### src/rtl/riscv_mem_pkg.sv
// Shared types and defaults for the unified IF/MEM memory arbiter.
package riscv_mem_pkg;

    localparam int unsigned DEF_ADDR_W     = 64;
    localparam int unsigned DEF_DATA_W     = 64;
    localparam int unsigned DEF_STARVE_MAX = 4;
    localparam int unsigned INSTR_W        = 32;

    typedef enum logic [1:0] {
        IDLE = 2'd0,
        BUSY = 2'd1,
        DONE = 2'd2
    } state_e;

    typedef enum logic {
        OWN_IF  = 1'b0,
        OWN_MEM = 1'b1
    } owner_e;

endpackage

### src/rtl/arb_grant_sel.sv
// Grant priority decision between the IF and MEM requesters.
// With ARB_STARVE_GUARD_EN defined, a starve hit lets IF win over MEM.
module arb_grant_sel
    import riscv_mem_pkg::*;
(
    input  logic   if_req,
    input  logic   mem_req,
    input  logic   starve_hit,
    output owner_e owner_c
);

`ifdef ARB_STARVE_GUARD_EN
    always_comb begin
        owner_c = OWN_MEM;
        if (if_req && (!mem_req || starve_hit)) begin
            owner_c = OWN_IF;
        end
    end
`else
    logic unused_starve_hit;
    assign unused_starve_hit = starve_hit;

    // MEM holds the older instruction, so it always wins a tie.
    always_comb begin
        owner_c = OWN_MEM;
        if (if_req && !mem_req) begin
            owner_c = OWN_IF;
        end
    end
`endif

endmodule

### src/rtl/unified_mem_arbiter.sv
// Arbitrates one single-ported unified memory between IF and MEM stages.
// Optional IF starvation guard enabled by defining ARB_STARVE_GUARD_EN.
module unified_mem_arbiter
    import riscv_mem_pkg::*;
#(
    parameter int unsigned ADDR_W     = DEF_ADDR_W,
    parameter int unsigned DATA_W     = DEF_DATA_W,
    parameter int unsigned STARVE_MAX = DEF_STARVE_MAX
) (
    input  logic                clk,
    input  logic                reset,
    input  logic                if_req,
    input  logic [ADDR_W-1:0]   if_addr,
    output logic [INSTR_W-1:0]  if_rdata,
    output logic                if_valid,
    input  logic                mem_req,
    input  logic                mem_we,
    input  logic [ADDR_W-1:0]   mem_addr,
    input  logic [DATA_W-1:0]   mem_wdata,
    output logic [DATA_W-1:0]   mem_rdata,
    output logic                mem_valid,
    output logic                stall_if,
    output logic                stall_mem,
    output logic                m_req,
    output logic                m_we,
    output logic [ADDR_W-1:0]   m_addr,
    output logic [DATA_W-1:0]   m_wdata,
    input  logic [DATA_W-1:0]   m_rdata,
    input  logic                m_ack
);

    state_e               state_q, state_d;
    owner_e               owner_q, owner_d;
    logic [ADDR_W-1:0]    addr_q, addr_d;
    logic                 we_q, we_d;
    logic [DATA_W-1:0]    wdata_q, wdata_d;
    logic                 m_req_q, m_req_d;
    logic                 if_valid_q, if_valid_d;
    logic                 mem_valid_q, mem_valid_d;
    logic [INSTR_W-1:0]   if_rdata_q, if_rdata_d;
    logic [DATA_W-1:0]    mem_rdata_q, mem_rdata_d;

    owner_e               grant_c;
    logic                 starve_hit_c;
    logic                 any_req_c;

    assign any_req_c = if_req | mem_req;

    arb_grant_sel u_grant_sel (
        .if_req     (if_req),
        .mem_req    (mem_req),
        .starve_hit (starve_hit_c),
        .owner_c    (grant_c)
    );

`ifdef ARB_STARVE_GUARD_EN
    localparam int unsigned CNT_W = $clog2(STARVE_MAX + 1);

    logic [CNT_W-1:0] starve_cnt_q, starve_cnt_d;

    assign starve_hit_c = (starve_cnt_q == CNT_W'(STARVE_MAX));

    // Counts MEM grants taken while IF waits; saturates at STARVE_MAX.
    always_comb begin
        starve_cnt_d = starve_cnt_q;
        if ((state_q == IDLE) && any_req_c) begin
            if (grant_c == OWN_IF) begin
                starve_cnt_d = '0;
            end else if (if_req && !starve_hit_c) begin
                starve_cnt_d = starve_cnt_q + CNT_W'(1);
            end
        end
    end

    always_ff @(posedge clk or negedge reset) begin
        if (!reset) begin
            starve_cnt_q <= '0;
        end else begin
            starve_cnt_q <= starve_cnt_d;
        end
    end
`else
    localparam int unsigned unused_starve_max = STARVE_MAX;

    assign starve_hit_c = 1'b0;
`endif

    // Next-state and registered-output logic for the IDLE/BUSY/DONE transaction.
    always_comb begin
        state_d     = state_q;
        owner_d     = owner_q;
        addr_d      = addr_q;
        we_d        = we_q;
        wdata_d     = wdata_q;
        m_req_d     = m_req_q;
        if_valid_d  = 1'b0;
        mem_valid_d = 1'b0;
        if_rdata_d  = if_rdata_q;
        mem_rdata_d = mem_rdata_q;

        case (state_q)
            IDLE: begin
                if (any_req_c) begin
                    owner_d = grant_c;
                    m_req_d = 1'b1;
                    state_d = BUSY;
                    if (grant_c == OWN_MEM) begin
                        addr_d  = mem_addr;
                        we_d    = mem_we;
                        wdata_d = mem_wdata;
                    end else begin
                        addr_d  = if_addr & ~ADDR_W'(3);
                        we_d    = 1'b0;
                        wdata_d = '0;
                    end
                end
            end
            BUSY: begin
                if (m_ack) begin
                    m_req_d = 1'b0;
                    state_d = DONE;
                    if (owner_q == OWN_IF) begin
                        if_valid_d = 1'b1;
                        if_rdata_d = addr_q[2] ? m_rdata[INSTR_W +: INSTR_W]
                                               : m_rdata[0 +: INSTR_W];
                    end else begin
                        mem_valid_d = 1'b1;
                        mem_rdata_d = m_rdata;
                    end
                end
            end
            DONE: begin
                state_d = IDLE;
            end
            default: begin
                state_d = IDLE;
                m_req_d = 1'b0;
            end
        endcase
    end

    always_ff @(posedge clk or negedge reset) begin
        if (!reset) begin
            state_q     <= IDLE;
            owner_q     <= OWN_IF;
            addr_q      <= '0;
            we_q        <= 1'b0;
            wdata_q     <= '0;
            m_req_q     <= 1'b0;
            if_valid_q  <= 1'b0;
            mem_valid_q <= 1'b0;
            if_rdata_q  <= '0;
            mem_rdata_q <= '0;
        end else begin
            state_q     <= state_d;
            owner_q     <= owner_d;
            addr_q      <= addr_d;
            we_q        <= we_d;
            wdata_q     <= wdata_d;
            m_req_q     <= m_req_d;
            if_valid_q  <= if_valid_d;
            mem_valid_q <= mem_valid_d;
            if_rdata_q  <= if_rdata_d;
            mem_rdata_q <= mem_rdata_d;
        end
    end

    assign m_req     = m_req_q;
    assign m_we      = we_q;
    assign m_addr    = addr_q;
    assign m_wdata   = wdata_q;
    assign if_valid  = if_valid_q;
    assign if_rdata  = if_rdata_q;
    assign mem_valid = mem_valid_q;
    assign mem_rdata = mem_rdata_q;

    // Stalls follow the live requests, released by the registered valid pulse.
    assign stall_if  = if_req & ~if_valid_q;
    assign stall_mem = mem_req & ~mem_valid_q;

endmodule

### config.mk
export PLATFORM = sky130hd
export DESIGN_NAME = unified_mem_arbiter
export DESIGN_NICKNAME = d
export VERILOG_FILES = /design/src/rtl/riscv_mem_pkg.sv /design/src/rtl/arb_grant_sel.sv /design/src/rtl/unified_mem_arbiter.sv
export SDC_FILE = /design/constraint.sdc
export NUM_CORES = 1
export LEC_CHECK = 0
export CORE_AREA = 2 2 189 191
export CTS_CLUSTER_DIAMETER = 200
export DETAILED_ROUTE_END_ITERATION = 12
export DIE_AREA = 0 0 191 193
export HOLD_SLACK_MARGIN = 0.12
export REMOVE_ABC_BUFFERS = 1
export SYNTH_ARGS = -nofsm -noshare
export SYNTH_HDL_FRONTEND = slang
export SYNTH_SLANG_ARGS = --single-unit
### constraint.sdc
create_clock -name clk -period 2.1 [get_ports clk]
set_clock_uncertainty 0.15 [all_clocks]
set_input_delay 0.63 -clock clk [delete_from_list [all_inputs] [get_ports clk]]
set_output_delay 0.63 -clock clk [all_outputs]
set_load 0.01 [all_outputs]
==> results of run 1 <==
## power groups by stage
| stage | combinational (mW) | clock, mW | sequential [mW] |
|---|---|---|---|
| 4_1_cts | 9.86 | 4.62 | 7.89 |
| 5_1_grt | 10.4 | 4.80 | 8.18 |
| 2_1_floorplan | 3.68 | 0 | 9.01 |
| 3_5_place_dp | 11.4 | 0 | 7.98 |
| 6_report | 9.69 | 4.47 | 7.87 |
| 3_3_place_gp | 11.3 | 0 | 7.94 |
## metal layers
metal	wire length [µm]	vias to the layer above	global-route usage [%]
li1	-	3368	-
met4	529	0	4.592
met3	3509	37	6.878
met1	12760	3628	20.00
met2	16110	323	28.68
met5	0	-	0
## metrics by stage
step	hold WS, ps	setup TNS [ps]	power (mW)
global route	350.4	0	23.41
floorplan	184.4	-352810	12.69
CTS	338.9	0	22.36
finish	331.7	0	22.02
global placement	311.9	-68350	19.28
detailed placement	330.8	-68990	19.36
## flip-flops by register name, indices dropped and copies added, names as in the netlist
| register | flops |
|---|---|
| m_wdata | 64 |
| m_req | 1 |
| if_rdata | 32 |
| owner_q | 1 |
| mem_rdata | 64 |
| mem_valid | 1 |
| m_addr | 64 |
| m_we | 1 |
| state_q | 2 |
| if_valid | 1 |
## cells by family (layout without fill, tap and decap cells)
group	Yosys count	in the layout
buf+inv	48	577
other cells	0	4
simple gates	44	44
flops	231	231
mux	220	220
compound gates	103	103
## layout make-up
cell class                 count  area, µm²  area share [%]
tap                          461      576.8           3.579
timing repair buffer         529       5152           31.97
inverter                       1      3.754         0.02329
antenna                        4      10.01         0.06211
clock inverter                 4      52.55          0.3261
clock buffer                  43      775.7           4.813
sequential                   231       5782           35.87
multi-input combinational    367       3764           23.35
## cell usage after synthesis
master,instances
nor2_1,33
mux2i_1,32
inv_1,1
buf_2,27
buf_6,5
o21ai_0,2
a21o_1,1
and4bb_2,1
nor2b_4,1
clkbuf_1,3
nand2_1,4
o21ai_2,1
a22o_1,67
buf_1,3
and3b_1,1
mux2_4,90
dfrtp_1,231
nand2b_1,1
a21oi_1,32
mux2_1,26
buf_4,2
and2_1,1
buf_12,7
mux2_2,72
nor2b_1,2
## worst paths after layout
check / start / end / slack [ps] / cells past startpoint
max: m_addr[45] / m_addr[45] / 60 / 1
min: mem_rdata[62] / mem_rdata[62] / 330 / 1
max reg2reg: state_q[0] / m_wdata[15] / 320 / 5
min reg2reg: mem_rdata[62] / mem_rdata[62] / 330 / 1
max in group asynchronous: reset / mem_rdata[55] / 730 / 3
min in group asynchronous: reset / mem_rdata[11] / 480 / 2
## what timing repair did
| action | in CTS | in global routing |
|---|---|---|
| hold buffers | 1 | 0 |
| pin swaps | 0 | 0 |
| setup buffers | 0 | 0 |
| gates resized for setup | 236 | 3 |
| hold endpoints to repair | 38 | 0 |
| setup endpoints to repair | 262 | 2 |
==> flow_summary.json, run 1 <==
{
  "status": "complete, no violations",
  "p_sw_mw": 7.444,
  "clockBufferDepth": 3,
  "timing.final.ws_setup_ps": 62.56,
  "synth-simple-area-share_pct": 2.009,
  "worstSkewPairLatency_ps": 530,
  "design.core.area_um2": 34960,
  "first_iter_violations": 205,
  "fillCellCount": 3298,
  "comb_power_share_pct": 44.0,
  "worst_hold_path_type": "reg -> reg",
  "arrival_ps": 1260,
  "place.gp.congestion": 0.7722,
  "synth_top_family_by_area": "multiplexers",
  "switching_share_pct": 33.80,
  "critPathSlowestCell": "dfrtp_1",
  "fin_util_pct": 46.09,
  "yosys_warnings": 0,
  "start_util_pct": 28.32,
  "synth_compound_area_share_pct": 7.810,
  "placed_cell_area_um2": 15560,
  "max-vdd-ir-drop_mv": 0.6839,
  "rsz0062_at_grt": "false",
  "layout_commonest_cell": "clkdlybuf4s50_1",
  "area_growth_pct": 62.78,
  "dp_hpwl_mm": 24.65,
  "layout.cells.non_filler": 1640,
  "first_pass_iters": 4,
  "setup_viol": 0,
  "synthXorXnorAreaFrac_pct": 0,
  "cts_max_level": 1,
  "clkPwrFrac_pct": 20.3,
  "dp_slack_ps": -606.4,
  "worst_pin_slew_ps": 648.4,
  "yosysSeqAreaShare_pct": 58.38,
  "yosysUniqueCellTypes": 25,
  "share_seq_of_total_power_pct": 35.7,
  "vias_per_cell": 4.485,
  "worstSetupPathType": "reg -> out",
  "io_pins": 492,
  "grt_pass1_vias": 7747,
  "cts_root_buffer": "clkbuf_16",
  "path_max_fanout": 2,
  "wirelength_mm": 32.91,
  "clkSlewWorstSetupHoldPaths_ps": 60,
  "antenna_found_initial": 4,
  "crit_required_ps": 1320,
  "crit_family": "flip-flops",
  "portBuffers": 489,
  "die_y_um": 193,
  "final_cell_mix": "256 x clkdlybuf4s50_1, 230 x dfrtp_1, 227 x dlygate4sd2_1, 90 x mux2_4, 72 x mux2_2",
  "dr_total_vias": 7356,
  "drv_cap": 0,
  "max_stage_delay_ps": 390,
  "dp_cells": 1588,
  "fmax_mhz": 490.8,
  "wl_per_cell_um": 20.07,
  "post-route-min-period_ps": 2037,
  "grt_usage_pct": 16.98,
  "finalHoldViolations": 0,
  "power_density_nw_per_um2": 1366,
  "worst-path-buf-inv": 1,
  "synthCells": 646,
  "grt_start_max_net_pins": 47,
  "grt.overflow.total": 0,
  "slew_headroom_pct": 56.77,
  "cts_tree": "yes",
  "drive_gt1_share_pct": 20.85,
  "cp-start-kind": "flop",
  "postRouteAntennaNets": 0,
  "drc": 0,
  "cp-end-kind": "primary output",
  "netlist_area_um2": 9901,
  "dieWidth_um": 191,
  "path_cells": "dlygate4sd2_1",
  "row_count": 69,
  "ys_ff_latch": 231,
  "avgSynthCellArea_um2": 15.33,
  "synthMuxAreaShare_pct": 28.03,
  "maxSlewViolCount": 0,
  "cts_inserted_buffers": 27,
  "synthAdderAreaFrac_pct": 0,
  "die_area_um2": 36860,
  "yosys.area.top_type": "dfrtp_1",
  "p_int_mw": 14.58,
  "finalNetCount": 1419,
  "period_share_pct": 97.02,
  "p_leak_nw": 7.506,
  "final_area_um2": 16120,
  "yosys-top-cells-area": "dfrtp_1 58%, mux2_4 14%, mux2_2 8.2%",
  "cts_sinks": 231,
  "grt_pass1_wl_mm": 47.69,
  "yosys.area.top_type_share_pct": 58.38
}
No activity file was read; power rests on OpenSTA's default activity.
==> inputs of run 2 (changes only) <==
CORE_AREA = 2 2 192 194   (was 2 2 189 191)
DIE_AREA = 0 0 194 196   (was 0 0 191 193)
SYNTH_HIERARCHICAL = 1   (was unset)
==> flow_summary.json, run 2 <==
{
  "status": "complete, no violations",
  "arrival_ps": 1270,
  "critPathSlowestCell": "dfrtp_1",
  "grt_pass1_wl_mm": 51.26,
  "final_area_um2": 16480,
  "cp-end-kind": "primary output",
  "worst_pin_slew_ps": 641.4,
  "worst-path-buf-inv": 1,
  "layout_commonest_cell": "clkdlybuf4s50_1",
  "cp-start-kind": "flop",
  "place.gp.congestion": 0.7896,
  "die_area_um2": 38020,
  "max_stage_delay_ps": 430,
  "maxSlewViolCount": 0,
  "finalHoldViolations": 0,
  "yosys_warnings": 6,
  "clockBufferDepth": 3,
  "placed_cell_area_um2": 15920,
  "grt_start_max_net_pins": 60,
  "path_cells": "dlygate4sd2_1",
  "die_y_um": 196,
  "drv_cap": 0,
  "antenna_found_initial": 0,
  "worst_hold_path_type": "reg -> reg",
  "avgSynthCellArea_um2": 13.15,
  "dr_total_vias": 7754,
  "worstSetupPathType": "reg -> out",
  "rsz0062_at_grt": "false",
  "wirelength_mm": 32.94,
  "layout.cells.non_filler": 1777,
  "cts_max_level": 1,
  "vias_per_cell": 4.364,
  "cts_inserted_buffers": 27,
  "cts_sinks": 231,
  "diodes": 0,
  "path_max_fanout": 2,
  "power_mw": 22.28,
  "first_iter_violations": 177,
  "design.core.area_um2": 36080,
  "setup_viol": 0,
  "fmax_mhz": 488.7,
  "grt.overflow.total": 0,
  "portBuffers": 489,
  "power_density_nw_per_um2": 1352,
  "p_leak_nw": 7.806,
  "dp_hpwl_mm": 25.10,
  "dp_slack_ps": -500.4,
  "grt_pass1_vias": 8498,
  "final_cell_mix": "256 x clkdlybuf4s50_1, 230 x dfrtp_1, 229 x dlygate4sd2_1, 140 x mux2_2, 99 x mux2i_1",
  "drive_gt1_share_pct": 20.70,
  "netlist_area_um2": 10220,
  "fin_util_pct": 45.66,
  "fillCellCount": 3480,
  "dp_cells": 1730,
  "grt_usage_pct": 17.04,
  "wl_per_cell_um": 18.54,
  "postRouteAntennaNets": 0,
  "max-vdd-ir-drop_mv": 0.7754,
  "period_share_pct": 97.43,
  "cts_root_buffer": "clkbuf_16",
  "drc": 0,
  "synthCells": 777,
  "dieWidth_um": 194,
  "crit_required_ps": 1320,
  "slew_headroom_pct": 57.24,
  "cts_tree": "yes",
  "post-route-min-period_ps": 2046,
  "row_count": 70,
  "finalNetCount": 1554,
  "timing.final.ws_setup_ps": 53.88,
  "area_growth_pct": 61.21,
  "first_pass_iters": 4,
  "clkSlewWorstSetupHoldPaths_ps": 60,
  "io_pins": 492,
  "worstSkewPairLatency_ps": 530,
  "start_util_pct": 28.32,
  "crit_family": "flip-flops"
}
## run 2: final timing paths
kind,from,end,slack (ps),cells after the start
worst max-delay path,mem_rdata[7],mem_rdata[7],50,1
worst min register to register,m_req,m_req,330,1
min in group asynchronous,reset,mem_rdata[63],470,2
max in group asynchronous,reset,m_req,680,3
worst min-delay path,m_req,m_req,330,1
worst max register to register,state_q[0],m_wdata[34],370,4
## run 2: through the flow
| step | TNS [ps] | hold slack [ps] |
|---|---|---|
| floorplan | -846350 | 184.4 |
| global placement | -61230 | 311.0 |
| detailed placement | -65280 | 323.6 |
| CTS | 0 | 331.9 |
| global route | 0 | 343.0 |
| finish | 0 | 329.4 |
## run 2: worst register-to-register path: stages, from the launching register on
cell and delay, ps:
dfrtp_1 420, nor3_4 300, buf_12 290, buf_12 270, mux2i_1 210
## run 2: where the power goes
group	internal, mW	leakage (nW)	switching, mW	total [mW]
registers	6.70	2.73	1.16	7.87
clock network	2.66	0.421	1.85	4.51
logic	5.37	4.65	4.53	9.90
total	14.7	7.81	7.55	22.3
## run 2: final cells by class
cell class                 instances  area [µm²]  share of cell area [%]
multi-input combinational        431        3913                   23.75
tap                              468       585.6                   3.554
timing repair buffer             532        5091                   30.90
sequential                       231        5782                   35.09
clock inverter                     4       23.77                  0.1443
clock buffer                      42       822.0                   4.989
inverter                          69       259.0                   1.572
## run 2: repair_timing
| item | CTS | global route |
|---|---|---|
| gates resized for setup | 239 | 0 |
| setup buffers | 0 | 0 |
| hold buffers | 1 | 0 |
| setup endpoints to repair | 230 | 0 |
| endpoints found under the hold margin | 45 | 0 |
## run 2: layer usage
metal | track usage [%] | vias to the layer above | part of all wire, %
met5 | 0 | - | 0
met4 | 2.750 | 0 | 1.1
met3 | 7.306 | 32 | 11
met2 | 30.05 | 328 | 50
met1 | 19.47 | 3760 | 38
li1 | - | 3634 | -
